[src/rtl/req_resp_responder.sv]
// Request/response responder: every a=1 cycle is one request, answered by a
// one-cycle b pulse DELAY cycles later; optional assertions under RESP_SVA_EN.
module req_resp_responder #(
    parameter int  DELAY = 2,
    parameter int  DEPTH = 8,
    localparam int CW    = $clog2(DEPTH + 1)
) (
    input  logic          clk,
    input  logic          rst,
    input  logic          a,
    output logic          b,
    output logic [CW-1:0] pending,
    output logic          busy,
    output logic          overflow
);

    localparam int NW = $clog2(DELAY) + 1;

    typedef enum logic [1:0] {
        IDLE = 2'd0,
        WAIT = 2'd1,
        RESP = 2'd2
    } state_t;

    state_t        state, state_nxt;
    logic [NW-1:0] cnt, cnt_nxt;
    logic [CW-1:0] pending_nxt;
    logic          b_nxt;
    logic          b_set;
    logic          accept;
    logic          drop;

    // A full queue can still take a request on the edge that retires one.
    assign b_set  = (state == WAIT) && (cnt == '0);
    assign accept = a && ((pending < CW'(DEPTH)) || b_set);
    assign drop   = a && !accept;
    assign busy   = (state != IDLE);

    always_comb begin
        state_nxt = state;
        cnt_nxt   = cnt;
        b_nxt     = 1'b0;
        case (state)
            IDLE: begin
                if (accept || (pending != '0)) begin
                    state_nxt = WAIT;
                    cnt_nxt   = NW'(DELAY - 1);
                end
            end
            WAIT: begin
                if (cnt != '0) begin
                    cnt_nxt = cnt - NW'(1);
                end else begin
                    b_nxt     = 1'b1;
                    state_nxt = RESP;
                end
            end
            RESP: begin
                // pending here already reflects the retire done on the b edge
                if ((pending != '0) || accept) begin
                    state_nxt = WAIT;
                    cnt_nxt   = NW'(DELAY - 1);
                end else begin
                    state_nxt = IDLE;
                end
            end
            default: begin
                state_nxt = IDLE;
                cnt_nxt   = '0;
            end
        endcase
    end

    always_comb begin
        pending_nxt = pending;
        case ({accept, b_set})
            2'b10:   pending_nxt = pending + CW'(1);
            2'b01:   pending_nxt = pending - CW'(1);
            default: pending_nxt = pending;
        endcase
    end

    always_ff @(posedge clk) begin
        if (rst) begin
            state    <= IDLE;
            cnt      <= '0;
            b        <= 1'b0;
            pending  <= '0;
            overflow <= 1'b0;
        end else begin
            state    <= state_nxt;
            cnt      <= cnt_nxt;
            b        <= b_nxt;
            pending  <= pending_nxt;
            if (drop) begin
                overflow <= 1'b1;
            end
        end
    end

`ifdef RESP_SVA_EN
    a_req_answered: assert property (@(posedge clk) disable iff (rst) a |-> ##[1:$] b)
        $info("a_req_answered pass t=%0t a=%b b=%b pending=%0d", $time, a, b, pending);
    else
        $error("a_req_answered fail t=%0t a=%b b=%b pending=%0d", $time, a, b, pending);

    a_b_single: assert property (@(posedge clk) disable iff (rst) b |=> !b)
        $info("a_b_single pass t=%0t a=%b b=%b pending=%0d", $time, a, b, pending);
    else
        $error("a_b_single fail t=%0t a=%b b=%b pending=%0d", $time, a, b, pending);

    a_pending_bound: assert property (@(posedge clk) disable iff (rst)
                                      !overflow |-> (pending <= CW'(DEPTH)))
        $info("a_pending_bound pass t=%0t a=%b b=%b pending=%0d", $time, a, b, pending);
    else
        $error("a_pending_bound fail t=%0t a=%b b=%b pending=%0d", $time, a, b, pending);
`endif

endmodule

[config.mk]
export PLATFORM = sky130hd
export DESIGN_NAME = req_resp_responder
export DESIGN_NICKNAME = d
export VERILOG_FILES = /design/src/rtl/req_resp_responder.sv
export SDC_FILE = /design/constraint.sdc
export NUM_CORES = 1
export LEC_CHECK = 0
export CAP_MARGIN = 10
export CORE_AREA = 4 4 41 43
export DETAILED_ROUTE_END_ITERATION = 10
export DIE_AREA = 0 0 45 47
export PLACE_DENSITY = 0.63
export SYNTH_ARGS = -nofsm -noshare
export SYNTH_HDL_FRONTEND = slang
export SYNTH_SLANG_ARGS = --single-unit
[constraint.sdc]
create_clock -name clk -period 4.4 [get_ports clk]
set_clock_uncertainty 0.1 [all_clocks]
set_input_delay 0.44 -clock clk [delete_from_list [all_inputs] [get_ports clk]]
set_output_delay 0.44 -clock clk [all_outputs]
set_load 0.02 [all_outputs]
==> flow_metrics.py, run 1 <==
metrics = {
    "outcome": {
        "status": "completed",
    },
    "setup_path": {
        "critPathRequiredTime_ps": 4480,
        "cp.arrival_ps": 2580,
        "path_max_fanout": 6,
        "worstSetupPathType": "register to register",
        "crit_path_start_kind": "register",
        "cp-end-kind": "register",
    },
    "power_and_ir_drop": {
        "power_density_nw_per_um2": 701,
        "leakage_nw": 0.266,
        "ir_worst_vdd_uv": 291,
    },
    "yosys": {
        "ys_types": 26,
        "synth.cell_area_um2": 522,
        "ys_ff_latch": 10,
        "yosysTopAreaCell": "dfxtp_1",
        "synth_area_leaders": "dfxtp_1 (38%), ha_1 (9.6%), nor2_1 (6.5%)",
        "yosysWarnings": 0,
        "yosysSeqAreaShare_pct": 38.4,
        "postSynthAreaPerCell_um2": 9.15,
        "syn_inst": 57,
        "syn_nets": 64,
        "synth_top_area_share_pct": 38.4,
    },
    "sta": {
        "rsz0062_at_grt": "false",
        "period_minus_slack_ps": 2500,
        "final_max_slew_viol_count": 0,
        "max-slew-margin-rel_pct": 73.4,
        "tightest_slew_ps": 398,
        "finalSetupTns_ps": 0,
        "fin_crit_sh_pct": 56.8,
        "setup_viol_count_final": 0,
        "clock.fmax_mhz": 400,
        "hold_viol": 0,
    },
    "clock_network": {
        "clk_latency_ps": 250,
        "clockBufferDepth": 2,
        "cts_tree": "built",
        "cts_sinks": 10,
        "cts.clk_slew.worst_paths_ps": 60,
        "cts_buffers": 3,
        "cts-hold-fix-buffers": 0,
        "clock-root-buffer": "clkbuf_4",
        "cts_setup_buffers": 0,
        "htreeDepth": 1,
        "postCtsResizedCells": 0,
    },
    "cells_and_area": {
        "fillers": 137,
        "nets": 77,
        "syn_to_final_growth_pct": 24.5,
        "final_cell_mix": "dfxtp_1 (10), nor2_1 (9), clkdlybuf4s50_1 (9), ha_1 (4)",
        "multi_input_area_um2": 307,
        "fin_cells": 83,
        "diodes": 0,
        "final_common_cell": "dfxtp_1",
        "seq_area_um2": 200,
        "layout-drive-gt1-share_pct": 11.8,
    },
    "floorplan": {
        "core_region_area_um2": 1300,
        "ios": 10,
        "die_h_um": 47,
        "start_util_pct": 40.1,
        "die_area_um2": 2120,
        "rows": 13,
        "die_w_um": 45,
    },
    "global_routing": {
        "grt_pass1_wl_um": 1520,
        "grt_max_degree": 12,
        "antenna_found_initial": 0,
        "grt_pass1_vias": 374,
        "track_usage_pct": 10.2,
        "overflow": 0,
    },
    "routing": {
        "wl_per_cell_um": 11.0,
        "antenna_left": 0,
        "vias": 426,
        "drtIter0Drc": 8,
        "dr.pass1.iters": 3,
        "via_per_inst": 5.13,
        "routed_wirelength_um": 917,
        "drc_errors": 0,
    },
    "place": {
        "port_buffers": 9,
        "place_inst": 80,
        "gp_congestion": 0.738,
        "hpwlAfterDp_um": 693,
    },
    "run": {
        "maxCapViolCount": 0,
    },
    "min_path": {
        "worstHoldPathType": "register to register",
    },
}
## cell usage after synthesis
cell type / instances
nor3b_1: 1
mux2_2: 1
o22ai_1: 1
nand3b_1: 1
o21ai_0: 3
a31oi_1: 1
nor2_1: 9
inv_1: 3
or4_4: 1
nand2_1: 3
a32o_1: 1
nor3_1: 2
o21a_1: 1
o31ai_4: 1
a21oi_1: 3
nor2b_1: 1
nor4b_1: 1
dfxtp_1: 10
or3_1: 1
clkbuf_1: 1
nand2b_1: 1
or2_2: 1
a211oi_2: 1
ha_1: 4
mux2i_1: 1
xor2_1: 3
## worst max-delay path, cell delays in order (launching register included)
cell and delay (ps):
dfxtp_1 310, inv_1 80, ha_1 200, nand3b_1 250
nand2_1 140, nand2_1 80, ha_1 250, xor2_1 160
ha_1 180, a21oi_1 140, xor2_1 100, or3_1 300
a21oi_1 130
## power by group
part	internal, mW	switching, mW	leakage [nW]
sequential	0.121	0.0408	0.0821
combinational	0.118	0.117	0.170
clock	0.0314	0.0275	0.0138
## final cells by class
cell class	instances	area share [%]
clock buffers	3	3.47
repair buffers	9	13.9
well taps	15	2.89
flip-flops and latches	10	30.8
multi-input cells	43	47.2
inverters	3	1.73
## per-stage QoR
stage / hold WS, ps / total power, mW / util, % / instance area (um^2) / worst slack (ps)
2_1_floorplan: 357 / 0.325 / - / 522 / 2110
3_3_place_gp: 353 / 0.394 / 48.2 / 627 / 1940
3_5_place_dp: 365 / 0.399 / 48.2 / 627 / 1910
4_1_cts: 376 / 0.459 / 49.9 / 649 / 1890
5_1_grt: 418 / 0.493 / 49.9 / 649 / 1760
6_report: 371 / 0.455 / 49.9 / 649 / 1900
## layer usage
| layer | vias up | routed length, um | global-route usage, % |
|---|---|---|---|
| li1 | 227 | - | - |
| met1 | 188 | 461 | 11.7 |
| met2 | 9 | 404 | 16.1 |
| met3 | 2 | 41 | 3.45 |
| met4 | 0 | 9 | 7.02 |
| met5 | - | 0 | 0 |
## final timing paths
check	slack, ps	to	from	depth (start not counted)
setup / recovery	1900	pending[2]$_SDFFE_PP0P_	cnt[0]$_SDFFE_PP0P_	12
hold / removal	370	overflow$_SDFFE_PP0P_	overflow$_SDFFE_PP0P_	2
setup reg to reg	1900	pending[2]$_SDFFE_PP0P_	cnt[0]$_SDFFE_PP0P_	12
hold reg to reg	370	overflow$_SDFFE_PP0P_	overflow$_SDFFE_PP0P_	2
## flip-flops by register name, indices dropped and copies added (netlist names)
signal and cells:
pending 4, cnt 2, b 1, state 2
overflow 1
## cells by family after synthesis
kind of cell | share of synthesized area [%]
xor+xnor | 5.04
flops | 38.4
buf+inv | 2.88
compound gates | 18.0
mux | 4.08
fa+ha+maj | 9.59
simple gates | 22.1
No activity file was read; power rests on OpenSTA's default activity.
==> run 2: changes to the inputs <==
--- a/config.mk
+++ b/config.mk
@@ -9,7 +9,7 @@
 export CORE_AREA = 4 4 41 43
 export DETAILED_ROUTE_END_ITERATION = 10
 export DIE_AREA = 0 0 45 47
-export PLACE_DENSITY = 0.63
+export PLACE_DENSITY = 0.65
 export SYNTH_ARGS = -nofsm -noshare
 export SYNTH_HDL_FRONTEND = slang
 export SYNTH_SLANG_ARGS = --single-unit
==> constraint.sdc (replaced) <==
create_clock -name clk -period 2.1 [get_ports clk]
set_clock_uncertainty 0.1 [all_clocks]
set_input_delay 0.21 -clock clk [delete_from_list [all_inputs] [get_ports clk]]
set_output_delay 0.21 -clock clk [all_outputs]
set_load 0.02 [all_outputs]
==> run 2 against run 1 <==
Net effect:
- count of clock-buffer cells in the layout stayed put
- worst hold slack better by 6.4 ps
- global-route usage is 2.9 points higher
- critical path depth stayed put
- largest cell class unchanged
- sequential cell count stayed put
- highest routed layer unchanged
- sequential power is 100% higher
- non-clock buffer count is 16 higher
- maximum frequency is 19% higher
- register-to-register slack worse by 1900 ps
==> flow_metrics.py, run 2 (synthesis results as in run 1) <==
metrics = {
    "clock_network": {
        "cts_buffers": 3,
        "clock-root-buffer": "clkbuf_4",
        "cts.clk_slew.worst_paths_ps": 60,
        "clk_latency_ps": 260,
        "clockBufferDepth": 2,
        "htreeDepth": 1,
        "cts-hold-fix-buffers": 0,
        "cts_tree": "built",
        "cts_sinks": 10,
    },
    "sta": {
        "hold_viol": 0,
        "tightest_slew_ps": 420,
        "final_max_slew_viol_count": 0,
        "period_minus_slack_ps": 2100,
        "rsz0062_at_grt": "true",
        "max-slew-margin-rel_pct": 71.9,
        "fin_crit_sh_pct": 99.9,
        "setup_viol_count_final": 0,
        "clock.fmax_mhz": 476,
        "finalSetupTns_ps": 0,
        "holdWs_ps": 377,
    },
    "run": {
        "maxCapViolCount": 0,
    },
    "global_routing": {
        "antenna_found_initial": 0,
        "overflow": 0,
        "grt_pass1_vias": 465,
        "grt_max_degree": 12,
        "grt_pass1_wl_um": 1950,
        "track_usage_pct": 13.1,
    },
    "cells_and_area": {
        "stdcell_area_um2": 813,
        "syn_to_final_growth_pct": 55.9,
        "nets": 93,
        "reg.largest.list": "pending (4), cnt (2), state (2)",
        "largest_reg_flops": 4,
        "diodes": 0,
        "final_core_util_pct": 62.5,
        "final_cell_mix": "buf_4 (16), nor2_1 (9), clkdlybuf4s50_1 (9), dfxtp_1 (8)",
        "fillers": 118,
        "regMostFlops": "pending",
        "layout-drive-gt1-share_pct": 40.5,
        "final_common_cell": "buf_4",
    },
    "routing": {
        "wl_per_cell_um": 11.6,
        "dr.pass1.iters": 4,
        "drc_errors": 0,
        "drtIter0Drc": 7,
        "antenna_left": 0,
        "via_per_inst": 4.96,
        "vias": 491,
        "routed_wirelength_um": 1150,
    },
    "outcome": {
        "status": "completed",
    },
    "floorplan": {
        "rows": 13,
        "ios": 10,
        "start_util_pct": 40.1,
        "die_w_um": 45,
        "core_region_area_um2": 1300,
        "die_h_um": 47,
        "die_area_um2": 2120,
    },
    "power_and_ir_drop": {
        "p_comb_share_pct": 61.6,
        "clockPowerShare_pct": 11.1,
        "switching_share_pct": 38.3,
        "power_density_nw_per_um2": 1470,
        "leakage_nw": 0.337,
        "internal-power_uw": 737,
        "power_switching_uw": 456,
        "sequentialPowerShare_pct": 27.3,
        "ir_worst_vdd_uv": 728,
    },
    "min_path": {
        "worstHoldPathType": "register to register",
    },
    "setup_path": {
        "worstSetupPathType": "register to register",
        "crit_top_cell": "ha_4",
        "critPathRequiredTime_ps": 2190,
        "cp-end-kind": "register",
        "crit_family": "simple AND/OR/NAND/NOR gates",
        "crit_path_start_kind": "register",
        "crit_buf_inv": 1,
        "cp.arrival_ps": 2190,
        "path_max_fanout": 3,
        "slowest_stage": "dfxtp_2",
        "cp_cell_sequence": "inv_2, ha_4, nand3b_1, nand2_1, nand2_2, ha_4, xor2_2, ha_2, a21oi_2, xor2_1, or3_1, a21oi_1",
        "crit_path_max_incr_delay_ps": 330,
    },
    "place": {
        "hpwlAfterDp_um": 749,
        "gp_congestion": 0.734,
        "port_buffers": 9,
        "dpl_cell_area_um2": 712,
    },
}
==> run 2: area by class of cell <==
cell class / count / area, um^2 / share of cell area (%)
inverters: 3 / 11.3 / 1.38
well taps: 15 / 18.8 / 2.31
repair buffers: 25 / 210 / 25.8
clock buffers: 3 / 22.5 / 2.77
flip-flops and latches: 10 / 203 / 24.9
multi-input cells: 43 / 348 / 42.8
==> run 2: through the flow <==
stage,setup slack (ps),power (mW),cells
after CTS,-8.24,1.17,98
after detailed placement,-7.86,0.939,88
final,1.11,1.19,99
after global placement,17.3,0.931,88
after floorplan,-65.4,0.707,57
after global routing,-135,1.29,99
==> run 2: worst paths after layout <==
kind / startpoint / endpoint / slack (ps) / depth (start not counted)
setup / recovery: cnt[0]$_SDFFE_PP0P_ / pending[2]$_SDFFE_PP0P_ / 1 / 12
hold / removal: overflow$_SDFFE_PP0P_ / overflow$_SDFFE_PP0P_ / 380 / 2
setup reg to reg: cnt[0]$_SDFFE_PP0P_ / pending[2]$_SDFFE_PP0P_ / 1 / 12
hold reg to reg: overflow$_SDFFE_PP0P_ / overflow$_SDFFE_PP0P_ / 380 / 2
==> run 2: metal layers <==
metal / wire length [um] / GRT usage (%)
met1: 492 / 14.4
met2: 589 / 22.3
met3: 54 / 5.75
met5: 0 / 0
met4: 10 / 5.26
==> run 2: worst register-to-register path, delay by kind of cell, from the launching register on <==
family / cells / cell delay (ps)
AOI/OAI and AO/OA: 2 / 160
xor gates and xnor gates: 2 / 300
adders and majority gates: 3 / 480
buffers and inverters: 1 / 50
DFF: 1 / 330
and+or+nand+nor: 4 / 630
==> run 2: power by group through the flow <==
| stage | Combinational [mW] | Clock [mW] | Sequential (mW) |
|---|---|---|---|
| floorplan | 0.331 | 0 | 0.376 |
| global placement | 0.607 | 0 | 0.324 |
| detailed placement | 0.614 | 0 | 0.325 |
| CTS | 0.705 | 0.138 | 0.323 |
| global route | 0.808 | 0.144 | 0.338 |
| finish | 0.734 | 0.133 | 0.326 |
==> run 2: what timing repair did <==
item	CTS	global route
endpoints found under the setup margin	2	4
cloned	0	0
pin swaps	4	6
buffers inserted	7	2
resized for setup	3	1
hold endpoints to repair	0	0
==> run 3: changes to the inputs <==
--- a/config.mk
+++ b/config.mk
@@ -10,6 +10,7 @@
 export DETAILED_ROUTE_END_ITERATION = 10
 export DIE_AREA = 0 0 45 47
 export PLACE_DENSITY = 0.65
+export SKIP_LAST_GASP = 1
 export SYNTH_ARGS = -nofsm -noshare
 export SYNTH_HDL_FRONTEND = slang
 export SYNTH_SLANG_ARGS = --single-unit
==> results of run 3 <==
No change in the layout: final DEF, timing and power equal those of run 2.
